==> src/rtl/mux_rr_arbiter_pkg.sv <==
// Shared definitions for the two-requester round-robin mux arbiter:
// state encodings, select encodings and the idle-state select picker.
package mux_rr_arbiter_pkg;

   // Arbiter states; values are kept identical to the legacy header encodings.
   localparam logic [1:0] IDLE   = 2'd0;
   localparam logic [1:0] BUSY_A = 2'd1;
   localparam logic [1:0] BUSY_B = 2'd2;

   // Mux select encodings (s=0 steers A, s=1 steers B).
   localparam logic SEL_A = 1'b0;
   localparam logic SEL_B = 1'b1;

   // Round-robin pick while idle. A lone requester wins outright, a tie goes
   // to whoever was not served last, and with no request the select holds.
   function automatic logic pick_sel(input logic req_a,
                                     input logic req_b,
                                     input logic last,
                                     input logic prev);
      logic pick;
      pick = prev;
      case ({req_a, req_b})
         2'b10:   pick = SEL_A;
         2'b01:   pick = SEL_B;
         2'b11:   pick = (last == SEL_A) ? SEL_B : SEL_A;
         default: pick = prev;
      endcase
      return pick;
   endfunction

endpackage

==> src/rtl/mux_rr_arbiter_mux.sv <==
// Team 4-bit 2:1 mux used as the data steering element of the arbiter.
// s=0 passes A, s=1 passes B. Purely combinational.
module mux (
   input  logic [3:0] A,
   input  logic [3:0] B,
   input  logic       s,
   output logic [3:0] Y
);

   // Steer one of the two words to the output.
   always_comb begin
      Y = A;
      if (s) begin
         Y = B;
      end
   end

endmodule

==> src/rtl/mux_rr_arbiter.sv <==
// Round-robin arbiter that shares the 2:1 mux between two requesters,
// captures the selected word and holds it until the consumer takes it
// through a valid/ready handshake. Also counts completed handshakes.
module mux_rr_arbiter
   import mux_rr_arbiter_pkg::*;
#(
   parameter int W     = 4,
   parameter int CNT_W = 8
) (
   input  logic             clk,
   input  logic             rst,
   input  logic             req_a,
   input  logic [W-1:0]     data_a,
   input  logic             req_b,
   input  logic [W-1:0]     data_b,
   input  logic             out_ready,
   output logic             gnt_a,
   output logic             gnt_b,
   output logic             sel,
   output logic [W-1:0]     y,
   output logic             y_valid,
   output logic [CNT_W-1:0] xfer_count
);

   logic [1:0]   state;
   logic         last;      // requester served most recently
   logic         sel_q;     // select remembered across cycles
   logic         sel_idle;  // select proposed by the round-robin picker
   logic         capture;   // a word is taken at this edge
   logic         handshake; // the held word is accepted at this edge
   logic [W-1:0] mux_y;

   // Work out the select the picker would choose from the current requests.
   always_comb begin
      sel_idle = pick_sel(req_a, req_b, last, sel_q);
   end

   // Requests only steer the mux while idle; in BUSY the captured side is held.
   assign sel       = (state == IDLE) ? sel_idle : sel_q;
   assign capture   = (state == IDLE) && (req_a || req_b);
   assign handshake = (state != IDLE) && out_ready;

   // Data steering: the team mux is fixed at 4 bits, other widths use an
   // equivalent inline selector.
   generate
      if (W == 4) begin : g_team_mux
         mux u_mux (
            .A (data_a),
            .B (data_b),
            .s (sel),
            .Y (mux_y)
         );
      end else begin : g_wide_mux
         assign mux_y = (sel == SEL_B) ? data_b : data_a;
      end
   endgenerate

   // Control path: state, round-robin history, grants, valid and counter.
   always_ff @(posedge clk or posedge rst) begin
      if (rst) begin
         state      <= IDLE;
         last       <= SEL_B;
         sel_q      <= SEL_A;
         gnt_a      <= 1'b0;
         gnt_b      <= 1'b0;
         y_valid    <= 1'b0;
         xfer_count <= '0;
      end else begin
         // Grants are single-cycle pulses that mark the capture edge only.
         gnt_a <= capture && (sel_idle == SEL_A);
         gnt_b <= capture && (sel_idle == SEL_B);
         case (state)
            IDLE: begin
               sel_q <= sel_idle;
               if (capture) begin
                  last    <= sel_idle;
                  y_valid <= 1'b1;
                  state   <= (sel_idle == SEL_B) ? BUSY_B : BUSY_A;
               end
            end
            BUSY_A, BUSY_B: begin
               if (handshake) begin
                  y_valid    <= 1'b0;
                  xfer_count <= xfer_count + CNT_W'(1);
                  state      <= IDLE;
               end
            end
            default: begin
               y_valid <= 1'b0;
               state   <= IDLE;
            end
         endcase
      end
   end

   // Output word register: loaded only on capture, otherwise holds.
   always_ff @(posedge clk or posedge rst) begin
      if (rst) begin
         y <= '0;
      end else if (capture) begin
         y <= mux_y;
      end
   end

endmodule

==> config.mk <==
export PLATFORM = sky130hd
export DESIGN_NAME = mux_rr_arbiter
export DESIGN_NICKNAME = d
export VERILOG_FILES = /design/src/rtl/mux_rr_arbiter_pkg.sv /design/src/rtl/mux_rr_arbiter_mux.sv /design/src/rtl/mux_rr_arbiter.sv
export SDC_FILE = /design/constraint.sdc
export NUM_CORES = 1
export LEC_CHECK = 0
export ABC_AREA = 1
export CAP_MARGIN = 0
export CORE_ASPECT_RATIO = 0.8
export CORE_UTILIZATION = 50
export DETAILED_ROUTE_END_ITERATION = 8
export DONT_BUFFER_PORTS = 1
export PLACE_DENSITY = 0.68
export SYNTH_ARGS = -nofsm -noshare
export SYNTH_HDL_FRONTEND = slang
export SYNTH_SLANG_ARGS = --single-unit
==> constraint.sdc <==
create_clock -name clk -period 1.2 [get_ports clk]
set_input_delay 0.36 -clock clk [delete_from_list [all_inputs] [get_ports clk]]
set_output_delay 0.36 -clock clk [all_outputs]
set_load 0.02 [all_outputs]
# Yosys cells after proc, flatten, opt, wreduce, memory -nomap -nowiden
# Index checks and enable logic that the tools add are counted.
# Widths: inputs -> output; s select.
[op_classes]
bitwise = 1
n_eq_ne = 7
muxes = 11
reduce_logical = 11
n_addsub = 1
[op_table]
columns = ["cell", "n"]
rows = [
  ["$add 8x1->8 const B", 1],
  ["$eq 2x2->1 const B", 3],
  ["$mux 2", 3],
  ["$reduce_and 2->1", 3],
  ["$eq 2x1->1 const B", 2],
  ["$logic_and 1x1->1", 4],
  ["$mux 1", 4],
  ["$mux 4", 1],
  ["$ne 2x2->1 const B", 2],
  ["$pmux 2 s2", 1],
  ["$pmux 1 s3", 1],
  ["$logic_not 2->1", 1],
  ["$pmux 1 s2", 1],
  ["$reduce_bool 2->1", 1],
  ["$reduce_or 2->1", 1],
  ["$logic_or 1x1->1", 1],
  ["$not 1->1", 1],
]
[word_totals]
output_inout_bits = 16
reg_bits = 19
elab_cells = 39
in_bits = 13

# Longest topological paths before layout
[logic_depth]
ltp_word = 5
mapped_depth = 7

# Cells and area by module
# Synthesis repeated with hierarchy kept, for this count alone.
[unflattened]
cells_unflattened = 116
hier_area_um2 = 927.1
[by_module_without_submodules]
columns = ["mod", "instances", "cells_each", "area_each_um2", "seq_area_each_um2"]
rows = [
  ["mux_rr_arbiter", 1, 103, 878.3, 476.7],
  ["mux", 1, 13, 48.8, 0.0],
]

# Least setup slack after synthesis
# Ideal clock, no wire load.
[synth_timing]
path_type = "reg2out"
startpoint = "reg state[0]"
endpoint = "out sel"
arrival_ns = 1.012
slack_ns = -0.172
path_buffers = 0
path_stages_with_launch = 6
cell_sequence = "dfrtp_1 -> inv_1 -> ha_1 -> inv_4 -> nand2_1 -> nand2_1"
[synth_via]
elab_chain_cells = 2
[synth_rtl]
columns = ["element", "line_no", "text"]
rows = [
  ["start: declaration", "mux_rr_arbiter.sv:25", "logic [1:0] state;"],
  ["start signal: assignment", "mux_rr_arbiter.sv:78", "state <= (sel_idle == SEL_B) ? BUSY_B : BUSY_A;"],
  ["$logic_not 2->1", "mux_rr_arbiter.sv:39", "assign sel = (state == IDLE) ? sel_idle : sel_q;"],
  ["$mux 1", "n/a", ""],
  ["end: declaration", "mux_rr_arbiter.sv:19", "output logic sel,"],
]
# No other way between the ends.

# Worst setup path after layout
[layout_timing]
startpoint = "reg state[1]"
endpoint = "out sel"
# The elaborated chain is that of the path after synthesis.

==> metrics.md <==
| Metric | Value |
|---|---|
| Post-route ant nets | `0` |
| Post-synth top area share | `44.89%` |
| Static leakage power | `between 0.7 and 0.8 nW` |
| I/O pins | `29` |
| ANT cells | `0` |
| Yosys cell types | `23` |
| Crit path cell chain | `inv_2, ha_4, clkinv_4, nand2_4, nand2_4` |
| Full die area | `2191 µm²` |
| Worst slew pin tran | `about 280 ps` |
| Fmax | `~660 MHz` |
| Fin. Hold Viols | `0` |
| Final Net Count | `167` |
| Mapped Avg Cell Area | `8.293 µm²` |
| Worst setup margin | `-322.2 ps` |
| GRT overflow | `0` |
| Vias in the first global route | `855` |
| Clk sinks | `19` |
| Routed len/inst | `~13 µm` |
| Slowest CP cell | `dfrtp_1` |
| DRT iter0 DRCs | `11` |
| Ratio of final minimum period to clock period | `126.8%` |
| First-pass GRT wire length | `around 3500 µm` |
| DRT Pass-1 Iters | `4` |
| Detailed Route WL | `2196 µm` |
| Worst VDD drop | `0.001830 V` |
| Skew final | `10.71 ps` |
| Utilization after layout | `74.67%` |
| Slew Limit Fails | `0` |
| H-Tree Depth | `1` |
| #FFs+latches synth | `19` |
| RSZ-0062 raised after global routing | `yes` |
| CP arrival | `1160 ps` |
| Violated checks | `negative setup slack` |
| Main area contributors after synthesis | `dfrtp_1 (45%), nand2_1 (12%), inv_1 (9.7%)` |
| Largest stage delay, worst path | `between 300 and 400 ps` |
| Mapped Nets | `approximately 140` |
| Port bufs | `0` |
| Core Rows | `14` |
| Starting density of the core | `53.04%` |
| Max cap viols | `0` |
| CTS buffer count | `3` |
| Die X | `about 52 µm` |
| Pwr Density | `~2500 nW/µm²` |
| Routability Congestion | `0.8569` |
| Worst-Skew Late Latency | `300 ps` |
| Worst slew margin | `81.00%` |
| Worst Hold Class | `in2reg` |
| CP endpoint kind | `output port` |
| Core area | `roughly 1900 µm²` |
| Vias post-DR | `between 800 and 900` |
| Endpoints failing setup | `24` |
| CP required | `about 840 ps` |
| Top cell type by total area after synthesis | `dfrtp_1` |
| Largest net degree at the start of global routing | `20` |
| CP max FO | `3` |
| Gr usage total | `between 20% and 30%` |
| PnR Total Power | `0.003464 W` |
| Clock root cell | `clkbuf_4` |
| Initial antenna violation count | `0` |
| Outcome | `complete, but fails checks` |
| Crit-path most repeated cell | `nand2_4` |
| Post-synthesis sequential area ratio | `47.51%` |
| Placement Setup Slack | `-68.75 ps` |
| Vias/cell | `4.971` |
| CTS tree | `done` |
| CTS clk-pin slew, worst paths | `120 ps` |
| Ratio of cells with drive above 1 in the final layout | `42.38%` |
| Final HPWL from detailed placement | `approximately 1500 µm` |
| Ys Warns | `0` |
| Longest Clk Path Bufs | `2` |
| P&R area growth vs syn | `40.77%` |
| Setup Crit Path Kind | `reg2out` |
| Post-Syn Area | `1003 µm²` |
| # fillers | `129` |
| Syn Inst Count | `121` |
| Worst setup SP type | `register` |
| Number of remaining DRC errors | `0` |
| Die height | `42.07 µm` |
| Fin crit period | `1522 ps` |
==> per-stage QoR <==
step	cells	setup TNS, ps	area [µm²]	hold WS [ps]
global placement	160	-53.04	1166	283.8
detailed placement	160	-132.7	1166	287.9
finish	175	-2791	1413	294.5
floorplan	121	-17.63	1023	310.3
global route	175	-4310	1413	283.9
CTS	172	-1039	1331	282.1
==> placed cells by master (no fill, tap or decap), types with 3 or more instances in the layout <==
cell      count
nand3_1       9
inv_1        23
inv_2         3
xor2_1        5
buf_6        11
dfrtp_2       4
nand2_1      28
nand3_2       5
clkbuf_4      3
nor2_4        3
buf_4        14
dfrtp_1      14
==> worst paths after layout <==
check                      startpoint       endpoint  slack [ps]  cells past startpoint
min reg2reg                      last           last         520                      2
max                          state[1]            sel        -320                      5
min in group asynchronous         rst           y[2]         490                      3
max reg2reg                  state[1]       state[1]        -190                      7
min                         out_ready  xfer_count[3]         290                      3
max in group asynchronous         rst           last         430                      3
==> area by class of cell <==
| cell class | count | area, µm² | area share, % |
|---|---|---|---|
| multi-input cells | 73 | 513.0 | 36.32 |
| well taps | 24 | 30.03 | 2.126 |
| clock inverters | 1 | 7.507 | 0.5314 |
| repair buffers | 26 | 239.0 | 16.92 |
| clock buffers | 3 | 22.52 | 1.594 |
| flip-flops and latches | 19 | 481.7 | 34.10 |
| inverters | 29 | 118.9 | 8.415 |
==> synthesized netlist by cell type (all sizes together) <==
cell,instances
nor2,7
inv,29
nand2,32
dfrtp,18
o21ai,2
ha,2
nand3b,1
o22ai,3
dfstp,1
a21oi,2
nor3,3
nand3,16
xor2,5
==> metal layers <==
metal | vias up | wire [µm] | GRT usage, %
li1 | 434 | - | -
met1 | 407 | 965 | 28.61
met2 | 25 | 1106 | 34.10
met3 | 4 | 99 | 8.333
met4 | 0 | 25 | 8.649
met5 | - | 0 | 0
==> what timing repair did <==
item	in CTS	in global routing
endpoints found under the hold margin	18	0
setup endpoints to repair	15	27
gates cloned	0	0
gates resized for setup	18	17
setup buffers	7	3
pin swaps	8	12
hold buffers	1	0
==> power by group <==
part	leakage (nW)	internal (W)	switching, W	total (W)
Sequential	0.225	0.000899	0.000295	0.00119
Clock	0.0139	0.000127	0.000208	0.000335
Combinational	0.526	0.000873	0.00106	0.00194
==> state kept, by name (all words and copies together), names as in the netlist <==
| register | flops |
|---|---|
| gnt_b | 1 |
| y_valid | 1 |
| xfer_count | 8 |
| state | 2 |
| y | 4 |
| sel_q | 1 |
| last | 1 |
| gnt_a | 1 |
==> worst max-delay path, delay by kind of cell (launching register included) <==
family,cells,cell delay (ps)
and+or+nand+nor,2,140
DFF,1,390
adders and majority gates,1,170
buffers and inverters,2,150
==> kinds of logic (layout without fill, tap and decap cells) <==
family / Yosys count / in the layout / synth area share, %
DFF: 19 / 19 / 47.51
AOI/OAI and AO/OA: 7 / 7 / 4.613
adders and majority gates: 2 / 2 / 2.493
buffers and inverters: 29 / 59 / 11.10
and+or+nand+nor: 59 / 59 / 29.93
xor gates and xnor gates: 5 / 5 / 4.364
Power figures use the tool's default switching activity.
